$ cat config.mk
export PLATFORM = sky130hd
export DESIGN_NAME = add_serial_feeder
export DESIGN_NICKNAME = d
export VERILOG_FILES = /design/src/rtl/add_serial_feeder.sv
export SDC_FILE = /design/constraint.sdc
export NUM_CORES = 1
export LEC_CHECK = 0
export ABC_AREA = 0
export BUFFER_PORTS_ARGS = -buffer_cell sky130_fd_sc_hd__buf_2
export CORE_UTILIZATION = 56
export DETAILED_ROUTE_END_ITERATION = 8
export PLACE_DENSITY = 0.82
export SKIP_LAST_GASP = 1
export SLEW_MARGIN = 10
export SYNTH_ARGS = -nofsm -noshare
export SYNTH_HDL_FRONTEND = slang
export SYNTH_SLANG_ARGS = --single-unit
$ cat constraint.sdc
create_clock -name clk -period 2.69 [get_ports clk]
set_input_delay 0.4035 -clock clk [delete_from_list [all_inputs] [get_ports clk]]
set_output_delay 0.4035 -clock clk [all_outputs]
set_load 0.02 [all_outputs]
$ cat src/rtl/add_serial_feeder.sv
// add_serial_feeder: issue stage in front of the serial adder.
// Operand pairs queue in a small FIFO. One pair at a time is sent to the
// adder with a single-cycle en pulse. After a fixed latency the 8-bit sum is
// captured and offered downstream behind a valid/ready handshake.

module add_serial_feeder #(
    parameter int DEPTH   = 4,
    parameter int ADD_LAT = 10
) (
    input  logic                     clk,
    input  logic                     rst,
    input  logic                     in_valid,
    output logic                     in_ready,
    input  logic [7:0]               in_a,
    input  logic [7:0]               in_b,
    output logic                     en,
    output logic [7:0]               a,
    output logic [7:0]               b,
    input  logic [7:0]               sum_in,
    output logic                     res_valid,
    input  logic                     res_ready,
    output logic [7:0]               res_sum,
    output logic [$clog2(DEPTH):0]   occ
);

    localparam int PTR_W = $clog2(DEPTH);
    localparam int CNT_W = (ADD_LAT > 1) ? $clog2(ADD_LAT) : 1;
    localparam logic [CNT_W-1:0] CNT_LOAD = CNT_W'(ADD_LAT - 1);
    localparam logic [PTR_W:0]   OCC_FULL = (PTR_W + 1)'(DEPTH);

    typedef enum logic [1:0] {
        IDLE  = 2'd0,
        ISSUE = 2'd1,
        WAIT  = 2'd2,
        HOLD  = 2'd3
    } state_t;

    state_t state, state_n;

    logic [7:0]       mem_a [DEPTH];
    logic [7:0]       mem_b [DEPTH];
    logic [PTR_W-1:0] wr_ptr;
    logic [PTR_W-1:0] rd_ptr;
    logic [PTR_W:0]   occ_n;
    logic [CNT_W-1:0] lat_cnt;

    logic push;
    logic do_issue;
    logic do_pop;
    logic do_capture;
    logic do_drain;

    // in_ready is the registered "not full" flag, so a full FIFO never
    // accepts even when the same cycle pops.
    assign push = in_valid && in_ready;

    // State register.
    always_ff @(posedge clk) begin
        if (rst) begin
            state <= IDLE;
        end else begin
            state <= state_n;
        end
    end

    // Next-state logic and one-cycle control strobes.
    always_comb begin
        state_n    = state;
        do_issue   = 1'b0;
        do_pop     = 1'b0;
        do_capture = 1'b0;
        do_drain   = 1'b0;
        case (state)
            IDLE: begin
                if (occ != '0) begin
                    do_issue = 1'b1;
                    state_n  = ISSUE;
                end
            end
            ISSUE: begin
                do_pop  = 1'b1;
                state_n = WAIT;
            end
            WAIT: begin
                if (lat_cnt == '0) begin
                    do_capture = 1'b1;
                    state_n    = HOLD;
                end
            end
            HOLD: begin
                if (res_ready) begin
                    do_drain = 1'b1;
                    state_n  = IDLE;
                end
            end
            default: state_n = IDLE;
        endcase
    end

    // Occupancy after this cycle's push/pop; a simultaneous push and pop cancel.
    always_comb begin
        occ_n = occ;
        case ({push, do_pop})
            2'b10:   occ_n = occ + 1'b1;
            2'b01:   occ_n = occ - 1'b1;
            default: occ_n = occ;
        endcase
    end

    // FIFO storage; contents need no reset because occ gates every read.
    always_ff @(posedge clk) begin
        if (push) begin
            mem_a[wr_ptr] <= in_a;
            mem_b[wr_ptr] <= in_b;
        end
    end

    // FIFO pointers, occupancy and the registered ready flag.
    always_ff @(posedge clk) begin
        if (rst) begin
            wr_ptr   <= '0;
            rd_ptr   <= '0;
            occ      <= '0;
            in_ready <= 1'b1;
        end else begin
            if (push) begin
                wr_ptr <= wr_ptr + 1'b1;
            end
            if (do_pop) begin
                rd_ptr <= rd_ptr + 1'b1;
            end
            occ      <= occ_n;
            in_ready <= (occ_n != OCC_FULL);
        end
    end

    // Issue registers: operands load on entry to ISSUE and then hold until
    // the next issue; en is high for the ISSUE cycle only.
    always_ff @(posedge clk) begin
        if (rst) begin
            en <= 1'b0;
            a  <= '0;
            b  <= '0;
        end else begin
            en <= do_issue;
            if (do_issue) begin
                a <= mem_a[rd_ptr];
                b <= mem_b[rd_ptr];
            end
        end
    end

    // Latency counter: loaded in ISSUE, counts down through WAIT.
    always_ff @(posedge clk) begin
        if (rst) begin
            lat_cnt <= '0;
        end else if (state == ISSUE) begin
            lat_cnt <= CNT_LOAD;
        end else if (state == WAIT && lat_cnt != '0) begin
            lat_cnt <= lat_cnt - 1'b1;
        end
    end

    // Result capture and downstream handshake; the sum wraps modulo 256.
    always_ff @(posedge clk) begin
        if (rst) begin
            res_valid <= 1'b0;
            res_sum   <= '0;
        end else begin
            if (do_capture) begin
                res_sum   <= sum_in;
                res_valid <= 1'b1;
            end else if (do_drain) begin
                res_valid <= 1'b0;
            end
        end
    end

endmodule

[Yosys cells after proc, flatten, opt, wreduce, memory -nomap -nowiden]
Memories as Yosys holds them, arrays and structs flattened. A register that Yosys moved wholly into a read port is not among the register bits.
Index checks and enable logic that the tools add are counted.
Word-level totals
  output and inout port bits: 30
  ROM bits: 0
  bits in latches: 0
  bits in registers: 24
  word-level logic and storage cells: 54
  memories kept: 2
  input bits: 28
  bits in writable memories: 64
Operators by class
  equal/unequal tests: 9
  $mul: 0
  div/mod/pow operators: 0
  shift operators: 0
  reductions and logical operators: 10
  magnitude comparators: 0
  add/sub/neg operators: 5
  mux-type cells: 18
  bitwise logic cells: 0
Memory list
  mem_a: depth 4, bits a word 8, read ports 1, clocked after memory_dff 1, write ports 1, line 40  | logic [7:0] mem_a [DEPTH];
  mem_b: depth 4, bits a word 8, read ports 1, clocked after memory_dff 1, write ports 1, line 41  | logic [7:0] mem_b [DEPTH];
Operator list (number)
  two-way mux 1 bit: 11
  two-way mux 4 bit: 2
  one-hot mux 2 bit (4 select lines): 1
  equality test 2 bit, second input constant: 3
  two-way mux 2 bit: 3
  inequality test 2 bit, second input constant: 3
  one-hot mux 3 bit (2 select lines): 1
  adder 2 x 1 -> 2 bit, second input constant: 2
  equality test 2 x 1 -> 1 bit, second input constant: 2
  zero test 4 bit: 1
  nonzero test 2 bit: 2
  nonzero test 4 bit: 1
  subtractor 4 x 1 -> 4 bit, second input constant: 1
  adder 3 x 1 -> 3 bit, second input constant: 1
  inequality test 3 bit, second input constant: 1
  AND reduction 3 bit: 1
  nonzero test 3 bit: 1
  subtractor 3 x 1 -> 3 bit, second input constant: 1
  logical AND 1 bit: 2
  zero test 2 bit: 1
  OR reduction 2 bit: 1

[Logic depth before layout (Yosys ltp)]
  depth after elaboration: 5
  gate-level depth with buffers: 8
  depth with buffers taken out: 8

[Worst setup path before layout]
OpenSTA, ideal clock, no wires.
  path type: register to register
  start: register state[1]
  end: register in_ready
  arrival: 1.910 ns
  buffers on the path: 0
  period minus slack after synthesis: 2.032 ns
  stages on the path, launching flop included: 9
  data required time: 2.568 ns
  library setup time: 0.122 ns
  path slack: 0.658 ns
  cells stage by stage: dfxtp_1 inv_1 ha_1 ha_1 inv_1 fa_1 xor2_1 or3_1 a221o_1
Between the ends
  longest elaborated chain between the ends: 5
  elaborated cells between the ends (all ways): 6
  those cells by class: eq/ne: 4; mux: 2
RTL lines
  start, declared: line 38  | state_t state, state_n;
  start signal, assigned: line 62  | state <= state_n;
  equality test 2 x 1 -> 1 bit *: line 73  | case (state)
  two-way mux 1 bit *: line 73
  equality test 2 x 1 -> 1 bit / equality test 2 bit (equally long branches): line 103  | case ({push, do_pop})
  one-hot mux 3 bit (2 select lines) *: line 103
  inequality test 3 bit *: line 133  | in_ready <= (occ_n != OCC_FULL);
  end signal, assigned: line 133
  end, declared: line 13  | output logic in_ready,
Mark *: on every way between the ends. The rest lies on a longest branch, timed or not.
A chain may end at the register's enable or synchronous reset.

[Worst setup path in the final report]
Ends and elaborated chain as after synthesis.

==> results.txt <==
# diodes -> 0
area growth from synthesis to layout -> 14.7%
f_max -> 415 MHz
critical path's top delay family -> adder cells
RSZ-0062 raised after global routing -> no
Worst path depth -> 8
drt pass-1 iters -> 4
Die Y -> 86.1 um
Post-CTS Setup Bufs -> 0
worst-path fanout max -> 8
DR vias/cell -> 5.36
Worst Tran Pin Value -> 0.859 ns
Reg2Reg Depth -> 8
layout cells sized above 1 -> 31.2%
first-pass GRT wire length -> 10400 um
Routed WL per cell -> 16.4 um
syn avg cell area -> 16.3 um2
I/O Pins -> 58
DP Worst Slack -> 0.266 ns
TNS Setup -> 0 ns
die width -> 86.1 um
DRT Wirelength -> 6640 um
FP Rows -> 30
placed insts -> 388
Fin. Hold Viols -> 0
Critical-path top delay cell -> fa_1
Finished Layout Cells -> 404
input/output buffers -> 57
drt initial violations -> 95
Clock Path Buffers -> 2
Clk Latency, worst-skew pair -> 0.38 ns
CTS tree -> done
Fill cells -> 482
CP Data Arrival Time -> 2.68 ns
Synth Instances -> 243
total vias in the final route -> 2164
global-route usage over all layers -> 19.8%
r2r endpoint -> in_ready
sequential share of the synthesized area -> 68.8%
grt ovf -> 0
slew margin rel. -> 42.7%
crit share post-route -> 89.7%
Ys Warns -> 0
endpoint type of the worst setup path -> flop
synthesized area -> 3960 um2
Nets -> 343
worst hold path type -> in -> reg
PD cells -> 1010 nW/um2
Reg clk slew, reported paths -> 0.10 ns
Slew Limit Fails -> 0
GPL Wtd Cong -> 0.788
Max Cap Viol -> 0
status -> finished clean
vias in the first global route -> 2168
Critical Path End -> in_ready
largest net degree at the start of global routing -> 28
ANT nets after route -> 0
initial core utilization -> 58.3%
clk sinks -> 104
Synth cell types -> 37
initial antenna violation count -> 0
final-report setup violation count -> 0
Post-CTS Hold Buffers -> 0
die area -> 7410 um2
crit path buf inv count -> 2
crit start category -> flop
detailed-placement wirelength estimate -> 4410 um
WS Path Type -> reg -> reg
crit-path max cell delay -> 0.38 ns
Clock Skews -> 0.0108 ns
worst setup path startpoint -> state[1]
Post-Syn Nets -> 283
post-route minimum period -> 2.41 ns
post_cts resized -> 0
Num CTS Buffers -> 9
Reg-to-Reg Start -> state[1]
Root Buffer -> clkbuf_8
Final Worst Setup Slack -> 0.278 ns
Core Region -> 6790 um2
Critical Path, Cell by Cell -> inv_1, ha_1, ha_1, inv_1, fa_1, xor2_1, or3_1, a221o_1
# DRC -> 0
Worst R2R Setup Slack -> 0.28 ns
Leak Pwr -> 1.71 nW
H-tree levels -> 3
register bit total from synthesis -> 104
Critical Path RT -> 2.96 ns
Overall Power -> 0.00457 W
Max IR drop VDD -> 0.496 mV
[layer usage]
metal / vias to the layer above / global-route usage, % / wire length (um)
met5: - / 0 / 0
met4: 0 / 10.8 / 177
li1: 1036 / - / -
met1: 1057 / 22.3 / 2720
met2: 59 / 34.6 / 3450
met3: 12 / 5.00 / 284
[state kept, by name, indices dropped and copies added (netlist names)]
register,count
b,8
mem_b,32
in_ready,1
en,1
occ,3
rd_ptr,2
a,8
res_valid,1
mem_a,32
state,2
res_sum,8
lat_cnt,4
wr_ptr,2
[how the worst min path moves through the flow]
stage | slack [ns] | to | from | cells past startpoint
after floorplan | 0.47 | wr_ptr[1] | wr_ptr[1] | 2
after global placement | 0.45 | b[5] | b[5] | 1
after detailed placement | 0.46 | b[5] | b[5] | 1
after CTS | 0.22 | mem_b[0][1] | in_b[1] | 1
after global routing | 0.22 | mem_b[2][0] | in_b[0] | 1
final | 0.23 | mem_b[0][1] | in_b[1] | 1
[stage by stage]
| step | hold slack [ns] | utilization [%] | cell area [um2] |
|---|---|---|---|
| after floorplan | 0.469 | - | 3960 |
| after global placement | 0.455 | 63.8 | 4330 |
| after detailed placement | 0.458 | 63.8 | 4330 |
| after CTS | 0.225 | 66.8 | 4540 |
| after global routing | 0.221 | 66.8 | 4540 |
| final | 0.231 | 66.8 | 4540 |
[placed cells by master (no fill, tap or decap), types with 6 or more instances in the layout]
cell	count
a22o_1	16
mux4_2	16
edfxtp_1	64
a21oi_1	6
mux2i_1	11
buf_2	57
inv_1	11
dfxtp_1	40
ha_1	11
clkbuf_8	9
nor2_1	18
[logic make-up after synthesis]
logic type               Yosys count  synth area share, %
flip-flops                       104                 68.8
AND/OR/NAND/NOR                   40                 5.22
AO/OA/AOI/OAI                     31                 6.26
multiplexers                      27                 11.9
buffers and inverters             23                 2.53
adder cells (fa/ha/maj)           12                 3.98
XOR/XNOR                           6                 1.33
[final cells by class]
cell class | count | area [um2] | area share (%)
clock inverters | 6 | 76.3 | 1.68
well taps | 96 | 120 | 2.65
inverters | 11 | 41.3 | 0.910
multi-input cells | 116 | 1130 | 25.0
flip-flops and latches | 104 | 2720 | 60.0
repair buffers | 61 | 315 | 6.95
clock buffers | 10 | 128 | 2.81
[Yosys cell counts, drive strengths merged]
| library cell | instances | area share (%) |
|---|---|---|
| nor2b | 1 | 0.16 |
| or3 | 1 | 0.16 |
| a2111oi | 1 | 0.38 |
| ha | 11 | 3.5 |
| o21bai | 1 | 0.19 |
| nand2b | 3 | 0.47 |
| nand2 | 4 | 0.38 |
| buf | 7 | 0.98 |
| o211ai | 1 | 0.19 |
| mux2i | 11 | 2.8 |
| a22o | 16 | 3.5 |
| o31ai | 1 | 0.19 |
| inv | 11 | 1.0 |
| xor2 | 4 | 0.89 |
| a222oi | 1 | 0.25 |
| xnor2 | 2 | 0.44 |
| nor4b | 1 | 0.22 |
| clkbuf | 5 | 0.51 |
| and3 | 4 | 0.63 |
| fa | 1 | 0.51 |
| edfxtp | 64 | 49 |
| and4bb | 1 | 0.32 |
| nand3 | 2 | 0.25 |
| a221o | 1 | 0.25 |
| nand3b | 1 | 0.19 |
| a21oi | 6 | 0.76 |
| o21ai | 1 | 0.13 |
| mux4 | 16 | 9.1 |
| dfxtp | 40 | 20 |
| a211oi | 2 | 0.38 |
| or3b | 1 | 0.28 |
| nor3 | 2 | 0.25 |
| nor2 | 18 | 1.7 |
| and2 | 1 | 0.19 |
[power breakdown]
part           switching (W)  total (W)  internal (W)  leakage [nW]
registers           0.000167    0.00215       0.00198         0.914
clock network       0.000542   0.000989      0.000447         0.103
logic               0.000788    0.00143      0.000643         0.694
total                0.00150    0.00457       0.00307          1.71
(Power assumes the default switching activity.)
